`src/rtl/mc_ctrl.sv`:
```
// mc_ctrl: multi-cycle control FSM for the CPU datapath.
// Steps FETCH -> DECODE -> EXEC -> MEM -> WB. It drives the PC/IR load enables,
// the next-PC source, the RF/DM write strobes and the datapath mux selects.
// It also counts retired instructions. The PC reset value lives in the PC register.
module mc_ctrl #(
  parameter int CNT_W = 32
) (
  input  logic             clk,
  input  logic             reset,       // synchronous, active-low
  input  logic [5:0]       opcode,
  input  logic [5:0]       funct,
  input  logic             zero,
  input  logic             imem_ready,
  input  logic             dm_ready,
  output logic             imem_req,
  output logic             dm_req,
  output logic             dm_we,
  output logic             ir_we,
  output logic             pc_we,
  output logic [1:0]       pc_src,
  output logic             rf_we,
  output logic [1:0]       rf_wa_sel,
  output logic [1:0]       rf_wd_sel,
  output logic [1:0]       alu_op,
  output logic             alu_b_sel,
  output logic             ext_op,
  output logic             illegal,
  output logic [CNT_W-1:0] instr_cnt
);

  // Opcode / funct encodings
  localparam logic [5:0] OP_RTYPE = 6'h00;
  localparam logic [5:0] OP_ORI   = 6'h0d;
  localparam logic [5:0] OP_LUI   = 6'h0f;
  localparam logic [5:0] OP_LW    = 6'h23;
  localparam logic [5:0] OP_SW    = 6'h2b;
  localparam logic [5:0] OP_BEQ   = 6'h04;
  localparam logic [5:0] OP_J     = 6'h02;
  localparam logic [5:0] OP_JAL   = 6'h03;
  localparam logic [5:0] FN_ADDU  = 6'h21;
  localparam logic [5:0] FN_SUBU  = 6'h23;
  localparam logic [5:0] FN_JR    = 6'h08;

  // Datapath mux encodings
  localparam logic [1:0] PC_PLUS4 = 2'b00;
  localparam logic [1:0] PC_BR    = 2'b01;
  localparam logic [1:0] PC_J     = 2'b10;
  localparam logic [1:0] PC_JR    = 2'b11;
  localparam logic [1:0] WA_RT    = 2'b00;
  localparam logic [1:0] WA_RD    = 2'b01;
  localparam logic [1:0] WA_RA    = 2'b10;
  localparam logic [1:0] WD_ALU   = 2'b00;
  localparam logic [1:0] WD_DM    = 2'b01;
  localparam logic [1:0] WD_PC    = 2'b10;
  localparam logic [1:0] ALU_ADD  = 2'b00;
  localparam logic [1:0] ALU_SUB  = 2'b01;
  localparam logic [1:0] ALU_OR   = 2'b10;
  localparam logic [1:0] ALU_LUI  = 2'b11;

  localparam logic [CNT_W-1:0] CNT_ONE = {{(CNT_W-1){1'b0}}, 1'b1};

  typedef enum logic [2:0] {
    S_FETCH,
    S_DECODE,
    S_EXEC,
    S_MEM,
    S_WB
  } state_t;

  state_t           state_q, state_d;
  logic [CNT_W-1:0] instr_cnt_q;
  logic             boot_q;      // first cycle after reset: no PC/IR load yet
  logic             retire;

  logic is_addu, is_subu, is_jr, is_ori, is_lui, is_lw, is_sw, is_beq, is_j, is_jal;
  logic is_legal;

  // Instruction classification from the IR fields
  always_comb begin
    is_addu  = (opcode == OP_RTYPE) && (funct == FN_ADDU);
    is_subu  = (opcode == OP_RTYPE) && (funct == FN_SUBU);
    is_jr    = (opcode == OP_RTYPE) && (funct == FN_JR);
    is_ori   = (opcode == OP_ORI);
    is_lui   = (opcode == OP_LUI);
    is_lw    = (opcode == OP_LW);
    is_sw    = (opcode == OP_SW);
    is_beq   = (opcode == OP_BEQ);
    is_j     = (opcode == OP_J);
    is_jal   = (opcode == OP_JAL);
    is_legal = is_addu | is_subu | is_jr | is_ori | is_lui |
               is_lw | is_sw | is_beq | is_j | is_jal;
  end

  // State, boot flag and retired-instruction counter
  always_ff @(posedge clk) begin
    if (!reset) begin
      state_q     <= S_FETCH;
      instr_cnt_q <= '0;
      boot_q      <= 1'b1;
    end else begin
      state_q <= state_d;
      boot_q  <= 1'b0;
      if (retire) begin
        instr_cnt_q <= instr_cnt_q + CNT_ONE;
      end
    end
  end

  // Next-state and control-output decode
  always_comb begin
    state_d   = state_q;
    retire    = 1'b0;
    imem_req  = 1'b0;
    dm_req    = 1'b0;
    dm_we     = 1'b0;
    ir_we     = 1'b0;
    pc_we     = 1'b0;
    pc_src    = PC_PLUS4;
    rf_we     = 1'b0;
    rf_wa_sel = WA_RT;
    rf_wd_sel = WD_ALU;
    alu_op    = ALU_ADD;
    alu_b_sel = 1'b0;
    ext_op    = 1'b0;
    illegal   = 1'b0;

    case (state_q)
      S_FETCH: begin
        imem_req = 1'b1;
        // The cycle after reset only requests; it never loads PC/IR.
        if (imem_ready && !boot_q) begin
          ir_we   = 1'b1;
          pc_we   = 1'b1;
          pc_src  = PC_PLUS4;
          state_d = S_DECODE;
        end
      end

      S_DECODE: begin
        if (is_j) begin
          pc_we   = 1'b1;
          pc_src  = PC_J;
          retire  = 1'b1;
          state_d = S_FETCH;
        end else if (is_jal) begin
          pc_we     = 1'b1;
          pc_src    = PC_J;
          rf_we     = 1'b1;
          rf_wa_sel = WA_RA;
          rf_wd_sel = WD_PC;
          retire    = 1'b1;
          state_d   = S_FETCH;
        end else if (is_jr) begin
          pc_we   = 1'b1;
          pc_src  = PC_JR;
          retire  = 1'b1;
          state_d = S_FETCH;
        end else if (!is_legal) begin
          // PC has already advanced past the bad word; drop it unretired.
          illegal = 1'b1;
          state_d = S_FETCH;
        end else begin
          state_d = S_EXEC;
        end
      end

      S_EXEC: begin
        if (is_addu || is_subu) begin
          alu_op  = is_subu ? ALU_SUB : ALU_ADD;
          state_d = S_WB;
        end else if (is_ori) begin
          alu_op    = ALU_OR;
          alu_b_sel = 1'b1;
          state_d   = S_WB;
        end else if (is_lui) begin
          alu_op    = ALU_LUI;
          alu_b_sel = 1'b1;
          state_d   = S_WB;
        end else if (is_lw || is_sw) begin
          alu_op    = ALU_ADD;
          alu_b_sel = 1'b1;
          ext_op    = 1'b1;
          state_d   = S_MEM;
        end else if (is_beq) begin
          alu_op  = ALU_SUB;
          ext_op  = 1'b1;
          if (zero) begin
            pc_we  = 1'b1;
            pc_src = PC_BR;
          end
          retire  = 1'b1;
          state_d = S_FETCH;
        end else begin
          // Opcode changed under us; recover without retiring.
          state_d = S_FETCH;
        end
      end

      S_MEM: begin
        dm_req = 1'b1;
        dm_we  = is_sw;
        if (dm_ready) begin
          if (is_sw) begin
            retire  = 1'b1;
            state_d = S_FETCH;
          end else begin
            state_d = S_WB;
          end
        end
      end

      S_WB: begin
        rf_we = 1'b1;
        if (is_lw) begin
          rf_wa_sel = WA_RT;
          rf_wd_sel = WD_DM;
        end else if (opcode == OP_RTYPE) begin
          rf_wa_sel = WA_RD;
          rf_wd_sel = WD_ALU;
        end else begin
          rf_wa_sel = WA_RT;
          rf_wd_sel = WD_ALU;
        end
        retire  = 1'b1;
        state_d = S_FETCH;
      end

      default: begin
        state_d = S_FETCH;
      end
    endcase
  end

  assign instr_cnt = instr_cnt_q;

endmodule

```
`config.mk`:
```
export PLATFORM = sky130hd
export DESIGN_NAME = mc_ctrl
export DESIGN_NICKNAME = d
export VERILOG_FILES = /design/src/rtl/mc_ctrl.sv
export SDC_FILE = /design/constraint.sdc
export NUM_CORES = 1
export LEC_CHECK = 0
export BUFFER_PORTS_ARGS = -buffer_cell sky130_fd_sc_hd__buf_2
export CAP_MARGIN = 20
export CORE_MARGIN = 2
export CORE_UTILIZATION = 38
export DETAILED_ROUTE_END_ITERATION = 10
export PLACE_DENSITY = 0.65
export SYNTH_ARGS = -nofsm -noshare
export SYNTH_HDL_FRONTEND = slang
export SYNTH_SLANG_ARGS = --single-unit
export TNS_END_PERCENT = 30
```
`constraint.sdc`:
```
create_clock -name clk -period 2.2 [get_ports clk]
set_input_delay 0.11 -clock clk [delete_from_list [all_inputs] [get_ports clk]]
set_output_delay 0.11 -clock clk [all_outputs]
set_load 0.02 [all_outputs]
```
== Word level (Yosys, flattened, before mapping) ==
Index checks and enable logic that the tools add are counted.
Storage, ports and cells
  bits in registers: 36
  latch bits: 0
  bits in writable memories: 0
  memory bits (read-only): 0
  output and inout port bits: 49
  logic and storage cells: 117
  memories kept: 0
Operators by class
  $add $sub $neg: 1
  multiply operators: 0
  divide/modulo/power cells: 0
  order comparisons: 0
  eq/ne operators: 16
  shifts and indexed selects: 0
  multiplexer cells: 78
  bitwise gates (word level): 9
  reductions and logical operators: 10
Operators by type and width (number)
  $mux 1: 51
  $add 32x1->32 const B: 1
  $mux 2: 14
  $eq 6x6->1 const B: 4
  $eq 6x4->1 const B: 3
  $mux 3: 6
  $eq 6x2->1 const B: 2
  $pmux 2 s2: 3
  $pmux 3 s4: 1
  $or 1x1->1: 9
  $eq 3x2->1 const B: 2
  $eq 6x3->1 const B: 1
  $logic_not 6->1: 1
  $logic_and 1x1->1: 4
  $ne 2x2->1 const B: 2
  $pmux 1 s4: 1
  $eq 3x1->1 const B: 1
  $eq 3x3->1 const B: 1
  $logic_not 3->1: 1
  $pmux 1 s3: 1
  $logic_or 1x1->1: 2
  $pmux 1 s2: 1
  $reduce_and 2->1: 1
  $logic_not 1->1: 1

== Longest topological paths before layout ==
Gate-level depths: netlist of run 1.
  depth after elaboration: 16
  depth in mapped cells: 8
  mapped depth without buffers: 6

== Least setup slack after synthesis of run 1 ==
Ideal clock, no wire load.
  path type: register -> register
  start point: reg instr_cnt_q[3] (netlist: instr_cnt[3])
  end point: reg instr_cnt_q[28] (netlist: instr_cnt[28])
  library setup time: 72 ps
  arrival: 1880 ps
  data required time: 2128 ps
  slack: 248 ps
  stages on the path, launching flop included: 7
  buffers on the path: 1
  path through: dfxtp_1 and4_1 and4_1 clkbuf_1 nand3_1 a2111oi_2 mux2i_1
Between the ends
  cells in the longest elaborated chain, start to end: 1
Ends and longest elaborated chain
  start: declaration: line 71  | logic [CNT_W-1:0] instr_cnt_q;
  start signal: assignment: line 104  | instr_cnt_q <= instr_cnt_q + CNT_ONE;
  $add 32x1->32: line 104
Every way passes these cells.
A chain may end at the register's enable or synchronous reset.

== Worst setup path after layout of run 1 ==
  start point: in opcode[4]
  end point: out pc_src[1]
Between the ends
  cells in the longest elaborated chain, start to end: 6
  elaborated cells between the ends (all ways): 8
Ends and longest elaborated chain
  start: declaration: line 10  | input logic [5:0] opcode,
  $logic_not 6->1: line 80, 81, 82
  $logic_and 1x1->1: line 82  | is_jr = (opcode == OP_RTYPE) && (funct == FN_JR);
  $mux 2: line 153  | end else if (is_jr) begin
  $mux 2: line 145  | end else if (is_jal) begin
  $mux 2 (*): line 140  | if (is_j) begin
  $pmux 2 s2 (*): line 127  | case (state_q)
  end: declaration: line 20  | output logic [1:0] pc_src,
Every way passes the cells marked *; elsewhere a longest branch is shown, timed or not.

==> impl_metrics.yaml, run 1 <==
timing:
  timing.fmax_mhz: 499
  period_share_pct: 91.1
  finalSetupTns_ns: 0
  slew_headroom_pct: 53.5
  finalSetupViolCount: 0
  shortest_period_the_worst_path_allows_ns: 2.00
  timing.clock.skew_ns: 0.0119
  final_hold_vios: 0
  tightestPinTransition_ns: 0.698
  rsz0062_at_grt: "false"
  drv_slew: 0
setup_path:
  crit_chain: "buf_2, nor2_1, nor4bb_1, o21ai_2, buf_4, inv_2, buf_2"
  crit_path_top_delay_cell: "nor4bb_1"
  worst_setup_ep_type: "output port"
  critical_path.startpoint_type: "input pin"
  crit_arrival_ns: 1.89
  cpPeakStageDelay_ns: 0.58
  crit_top_cell: "buf_2"
  worstSetupPathType: "input pin to output port"
  worst_ep_required_ns: 2.09
  critical_path.max_fanout: 17
cts:
  h_tree_level_count: 2
  cts_resized: 0
  cts_tree: "yes"
  cts-hold-fix-buffers: 0
  cts_made_buffers: 5
  clockBufferDepth: 2
  cts_root_buf: "clkbuf_8"
  worst_skew_pair.late_latency_ns: 0.30
  postCtsSetupRepairBufs: 0
  worst_setup_hold_path_clk_slew_ns: 0.07
  clock_sink_count: 36
pwr:
  power.share.switching_pct: 23.1
  cell_leakage_power_nw: 1.16
  total_switching_power_mw: 0.310
  pwr_density_cell_nw_per_um2: 473
  seqPwrFrac_pct: 49.0
  ir_worst_vdd_v: 0.000264
  combinational_group_share_of_total_power_pct: 7.4
  p_int_mw: 1.03
  fin_total_pwr_mw: 1.34
  p_clk_share_pct: 43.5
layout:
  layout_utilization_pct: 47.9
  areaGrowthSynthToFinish_pct: 21.8
  instances_no_fill: 433
  layout_common_cells: "buf_2, nand2_1, dfxtp_1"
  antenna_cells_inserted: 0
  num-nets-final: 375
  drive_gt1_share_pct: 26.0
  layout_commonest_cell: "buf_2"
grt:
  first_global_vias: 1951
  maximum_number_of_pins_on_one_net_before_global_route_repair: 39
  grt_antenna_before_repair: 0
  grt.overflow.total: 0
  globalRouteTotalUtil_pct: 17.0
  global_route_wire_length_before_repair_mm: 8.97
synth:
  synth.cell_area_um2: 2330
  cell_type_with_the_largest_total_area_after_synthesis: "dfxtp_1"
  synth.lib_cells_used.distinct: 44
  async_set_or_reset_flop_fraction_in_the_synthesized_netlist_pct: 0
  synth_simple_gate_area_share_pct: 34.5
  synthMuxAreaShare_pct: 12.9
  synthDominantCellAreaShare_pct: 31.0
  synth_top_family_by_area: "simple AND/OR/NAND/NOR gates"
  synth.net_count: 315
  synthesis.instances: 297
  synth_warnings: 0
  synthXorXnorAreaFrac_pct: 0
  synth-seq-area-share_pct: 31.0
  synth_compound_gate_area_share_pct: 16.2
  synthesis.area_per_instance_um2: 7.83
  synth-edff-count: 0
  synth_ff_type: "dfxtp_1"
  ys_top_cells_by_area: "dfxtp_1, mux2i_1, nand2b_1"
  post_synthesis_share_of_cell_area_spent_on_full_adders_half_adders_and_majority_gates_pct: 0.538
  yosys_reg_bits: 36
die:
  num_rows: 28
  fp.dieW_um: 82.2
  initial_utilization_pct: 39.3
  core-area_um2: 5920
  fp.dieH_um: 82.2
  ios: 66
  fp.dieArea_um2: 6760
detailed_routing:
  vias_per_cell: 5.29
  routed_wire_length_per_instance_um: 12.9
  num_vias: 2292
  drt_drc_violations_left: 0
  routed_wl_mm: 5.58
  ant_nets: 0
  drtIter0Drc: 85
  detailedRoute.firstPassIterationCount: 4
placed_design:
  placed_cells: 425
  io_buffers: 65
  finalWeightedCongestion: 0.829
  detailedPlacementHpwl_mm: 3.98
outcome:
  outcome: "finished, final reports clean"
min_path:
  hold_path_class: "input pin to flip-flop"
flow_run:
  maxCapViolations: 0
==> stage by stage <==
| step | hold WS (ns) | setup slack [ns] | cell area (um^2) |
|---|---|---|---|
| 6_report | 0.155 | 0.197 | 2830 |
| 3_5_place_dp | 0.460 | 0.119 | 2720 |
| 3_3_place_gp | 0.456 | 0.159 | 2720 |
| 2_1_floorplan | 0.266 | 0.248 | 2330 |
| 5_1_grt | 0.170 | 0.0407 | 2830 |
| 4_1_cts | 0.152 | 0.0788 | 2830 |
==> worst max-delay path: cells and delay by family <==
kind | cells | cell delay [ns]
and+or+nand+nor | 2 | 0.78
buffers and inverters | 4 | 0.66
AOI/OAI and AO/OA | 1 | 0.34
==> per-layer routing <==
metal / routed length, um / vias to the layer above / track usage (%) / share of wire [%]
met5: 0 / - / 0 / 0
met3: 327 / 4 / 4.13 / 5.9
li1: - / 1183 / - / -
met1: 2730 / 1047 / 22.4 / 49
met4: 46 / 0 / 6.83 / 0.82
met2: 2480 / 58 / 26.6 / 44
==> Yosys cell counts, types with 2 or more instances <==
master	n
nand2_1	50
dfxtp_1	36
nand2b_1	32
mux2i_1	30
a21oi_1	25
nand3_1	16
nor2_1	14
clkbuf_1	10
nand4_1	10
and3_1	9
a211oi_2	6
nor3_1	6
buf_2	5
inv_1	5
o21ai_0	4
a2111oi_2	3
and4_1	3
and2_1	2
and4b_1	2
buf_1	2
nor2b_1	2
nor3b_1	2
o21a_1	2
==> power by group through the flow <==
stage               Clock, mW  Combinational [mW]  Sequential, mW
finish                  0.583              0.0995           0.657
CTS                     0.597              0.0994           0.657
global route            0.627               0.111           0.657
floorplan                   0              0.0605           0.671
detailed placement          0              0.0993           0.672
global placement            0              0.0972           0.672
==> path summary, 6_finish.rpt <==
path	slack, ns	cells past startpoint	end	from
worst max-delay path	0.20	7	pc_src[1]	opcode[4]
worst min-delay path	0.15	3	state_q[1]$_SDFFE_PN0P_	dm_ready
worst max register to register	0.20	5	instr_cnt[28]$_SDFFE_PN0P_	instr_cnt[4]$_SDFFE_PN0P_
worst min register to register	0.47	2	instr_cnt[31]$_SDFFE_PN0P_	instr_cnt[31]$_SDFFE_PN0P_
==> cells by family after synthesis <==
logic type / after synthesis
buffers and inverters: 25
muxes: 30
DFF: 36
AOI/OAI and AO/OA: 52
and+or+nand+nor: 153
adders and majority gates: 1
==> flip-flops by register name, summed over array words and instances (netlist names) <==
signal	cells
boot_q	1
instr_cnt	32
state_q	3
==> area by class of cell <==
class	count	area [um^2]
multi-input combinational	236	1500
clock inverter	2	35.0
timing repair buffer	72	390
sequential	36	721
clock buffer	6	72.6
tap	75	93.8
inverter	6	22.5
fill	593	3090
Note: power is estimated with default switching activity, not from simulation.
==> run 2, diff against run 1 <==
--- a/config.mk
+++ b/config.mk
@@ -7,10 +7,12 @@
 export LEC_CHECK = 0
 export BUFFER_PORTS_ARGS = -buffer_cell sky130_fd_sc_hd__buf_2
 export CAP_MARGIN = 20
+export CELL_PAD_IN_SITES_DETAIL_PLACEMENT = 0
+export CELL_PAD_IN_SITES_GLOBAL_PLACEMENT = 1
 export CORE_MARGIN = 2
-export CORE_UTILIZATION = 38
+export CORE_UTILIZATION = 37
 export DETAILED_ROUTE_END_ITERATION = 10
-export PLACE_DENSITY = 0.65
+export PLACE_DENSITY = 0.83
 export SYNTH_ARGS = -nofsm -noshare
 export SYNTH_HDL_FRONTEND = slang
 export SYNTH_SLANG_ARGS = --single-unit
==> run 2 against run 1 <==
Net effect: utilization down 0.27 points; final cell count rose by 0.92%; non-clock buffer count is 4 higher; highest routed layer unchanged.
==> impl_metrics.yaml, run 2 (synthesis results as in run 1) <==
outcome:
  outcome: "finished, final reports clean"
layout:
  areaGrowthSynthToFinish_pct: 22.6
  layout_commonest_cell: "buf_2"
  antenna_cells_inserted: 0
  layout_common_cells: "buf_2, nand2_1, dfxtp_1"
  largest_register_ffs: 32
  drive_gt1_share_pct: 26.8
  num-nets-final: 379
  post-route-cell-area_um2: 2850
die:
  initial_utilization_pct: 38.8
  fp.dieH_um: 83.3
  fp.dieW_um: 83.3
  fp.dieArea_um2: 6940
  num_rows: 28
  core-area_um2: 5990
  ios: 66
cts:
  clock_sink_count: 36
  postCtsSetupRepairBufs: 0
  worst_skew_pair.late_latency_ns: 0.29
  cts_made_buffers: 5
  clockBufferDepth: 2
  cts_root_buf: "clkbuf_8"
  h_tree_level_count: 2
  cts_tree: "yes"
  worst_setup_hold_path_clk_slew_ns: 0.08
setup_path:
  worstSetupPathType: "flip-flop to flip-flop"
  critical_path.startpoint_type: "flip-flop"
  critical-path-top-delay-family: "compound AO/OA/AOI/OAI gates"
  rr_worst_depth: 5
  crit_arrival_ns: 2.28
  crit_chain: "nor2b_1, nand2b_1, o221a_2, a2111oi_2, mux2i_1"
  critical_path_buf_inv_count: 0
  critical_path.max_fanout: 23
  worst_setup_ep_type: "flip-flop"
  worst_ep_required_ns: 2.42
  reg2reg_from: "state_q[1]$_SDFFE_PN0P_"
  r2r-end: "instr_cnt[24]$_SDFFE_PN0P_"
  cpPeakStageDelay_ns: 0.49
  r2r_setup_slack_ns: 0.14
  crit_path_top_delay_cell: "o221a_2"
pwr:
  ir_worst_vdd_v: 0.000309
  cell_leakage_power_nw: 1.18
  fin_total_pwr_mw: 1.34
  pwr_density_cell_nw_per_um2: 471
timing:
  rsz0062_at_grt: "false"
  shortest_period_the_worst_path_allows_ns: 2.06
  final_hold_vios: 0
  fin_worst_hold_slack_ns: 0.152
  drv_slew: 0
  period_share_pct: 93.8
  timing.fmax_mhz: 484
  tightestPinTransition_ns: 0.623
  finalSetupViolCount: 0
  slew_headroom_pct: 58.5
  timing.clock.skew_ns: 0.00488
  finalSetupTns_ns: 0
detailed_routing:
  num_vias: 2296
  ant_nets: 0
  detailedRoute.firstPassIterationCount: 5
  routed_wl_mm: 5.85
  vias_per_cell: 5.25
  drt_drc_violations_left: 0
  drtIter0Drc: 126
  routed_wire_length_per_instance_um: 13.4
grt:
  grt.overflow.total: 0
  maximum_number_of_pins_on_one_net_before_global_route_repair: 31
  global_route_wire_length_before_repair_mm: 9.52
  first_global_vias: 2030
  globalRouteTotalUtil_pct: 16.4
  grt_antenna_before_repair: 0
min_path:
  whs_path_depth: 3
  timing.hold.worst_endpoint: "state_q[1]$_SDFFE_PN0P_"
  hold_path_startpoint: "dm_ready"
  hold_path_class: "input pin to flip-flop"
placed_design:
  io_buffers: 65
  detailedPlacementHpwl_mm: 4.22
  finalWeightedCongestion: 0.836
  dpl_cell_area_um2: 2740
flow_run:
  maxCapViolations: 0
-- run 2: layout make-up --
type / instances / area (um^2)
Multi-Input combinational cell: 236 / 1500
Tap cell: 75 / 93.8
Sequential cell: 36 / 721
Clock inverter: 2 / 35.0
Timing Repair Buffer: 76 / 408
Fill cell: 620 / 3140
Inverter: 6 / 22.5
Clock buffer: 6 / 72.6
-- run 2: where the power goes --
part,switching [mW],internal [mW]
combinational,0.0617,0.0381
clock,0.250,0.337
sequential,0.00288,0.654
-- run 2: how the worst max path moves through the flow --
stage	start	end	slack [ns]	depth (start not counted)
floorplan	instr_cnt[3]$_SDFFE_PN0P_	instr_cnt[28]$_SDFFE_PN0P_	0.25	6
global placement	opcode[0]	instr_cnt[24]$_SDFFE_PN0P_	0.15	6
detailed placement	opcode[0]	instr_cnt[3]$_SDFFE_PN0P_	0.08	7
CTS	state_q[0]$_SDFFE_PN0P_	pc_src[1]	0.08	5
global route	state_q[2]$_SDFFE_PN0P_	instr_cnt[24]$_SDFFE_PN0P_	0.03	5
finish	state_q[1]$_SDFFE_PN0P_	instr_cnt[24]$_SDFFE_PN0P_	0.14	5
-- run 2: metal layers --
metal | track usage [%] | routed length, um | vias up
met4 | 4.92 | 65 | 0
met1 | 22.5 | 2900 | 1058
met2 | 25.4 | 2600 | 52
met3 | 3.88 | 290 | 5
met5 | 0 | 0 | -
li1 | - | - | 1181
-- run 2: through the flow --
stage / worst slack [ns] / util [%] / instances
after detailed placement: 0.0816 / 45.7 / 429
after floorplan: 0.248 / - / 297
after global routing: 0.0267 / 47.6 / 437
final: 0.135 / 47.6 / 437
after global placement: 0.149 / 45.7 / 429
after CTS: 0.0809 / 47.5 / 437
-- run 2: tightest hold or removal path, stage by stage --
cell and delay, ns:
buf_2 0.12, o21a_1 0.12, a21oi_1 0.05
-- run 2: timing repair --
| action | 4_1_cts | 5_1_grt |
|---|---|---|
| setup endpoints to repair | 0 | 1 |
| hold buffers | 0 | 0 |
| gates resized for setup | 0 | 1 |
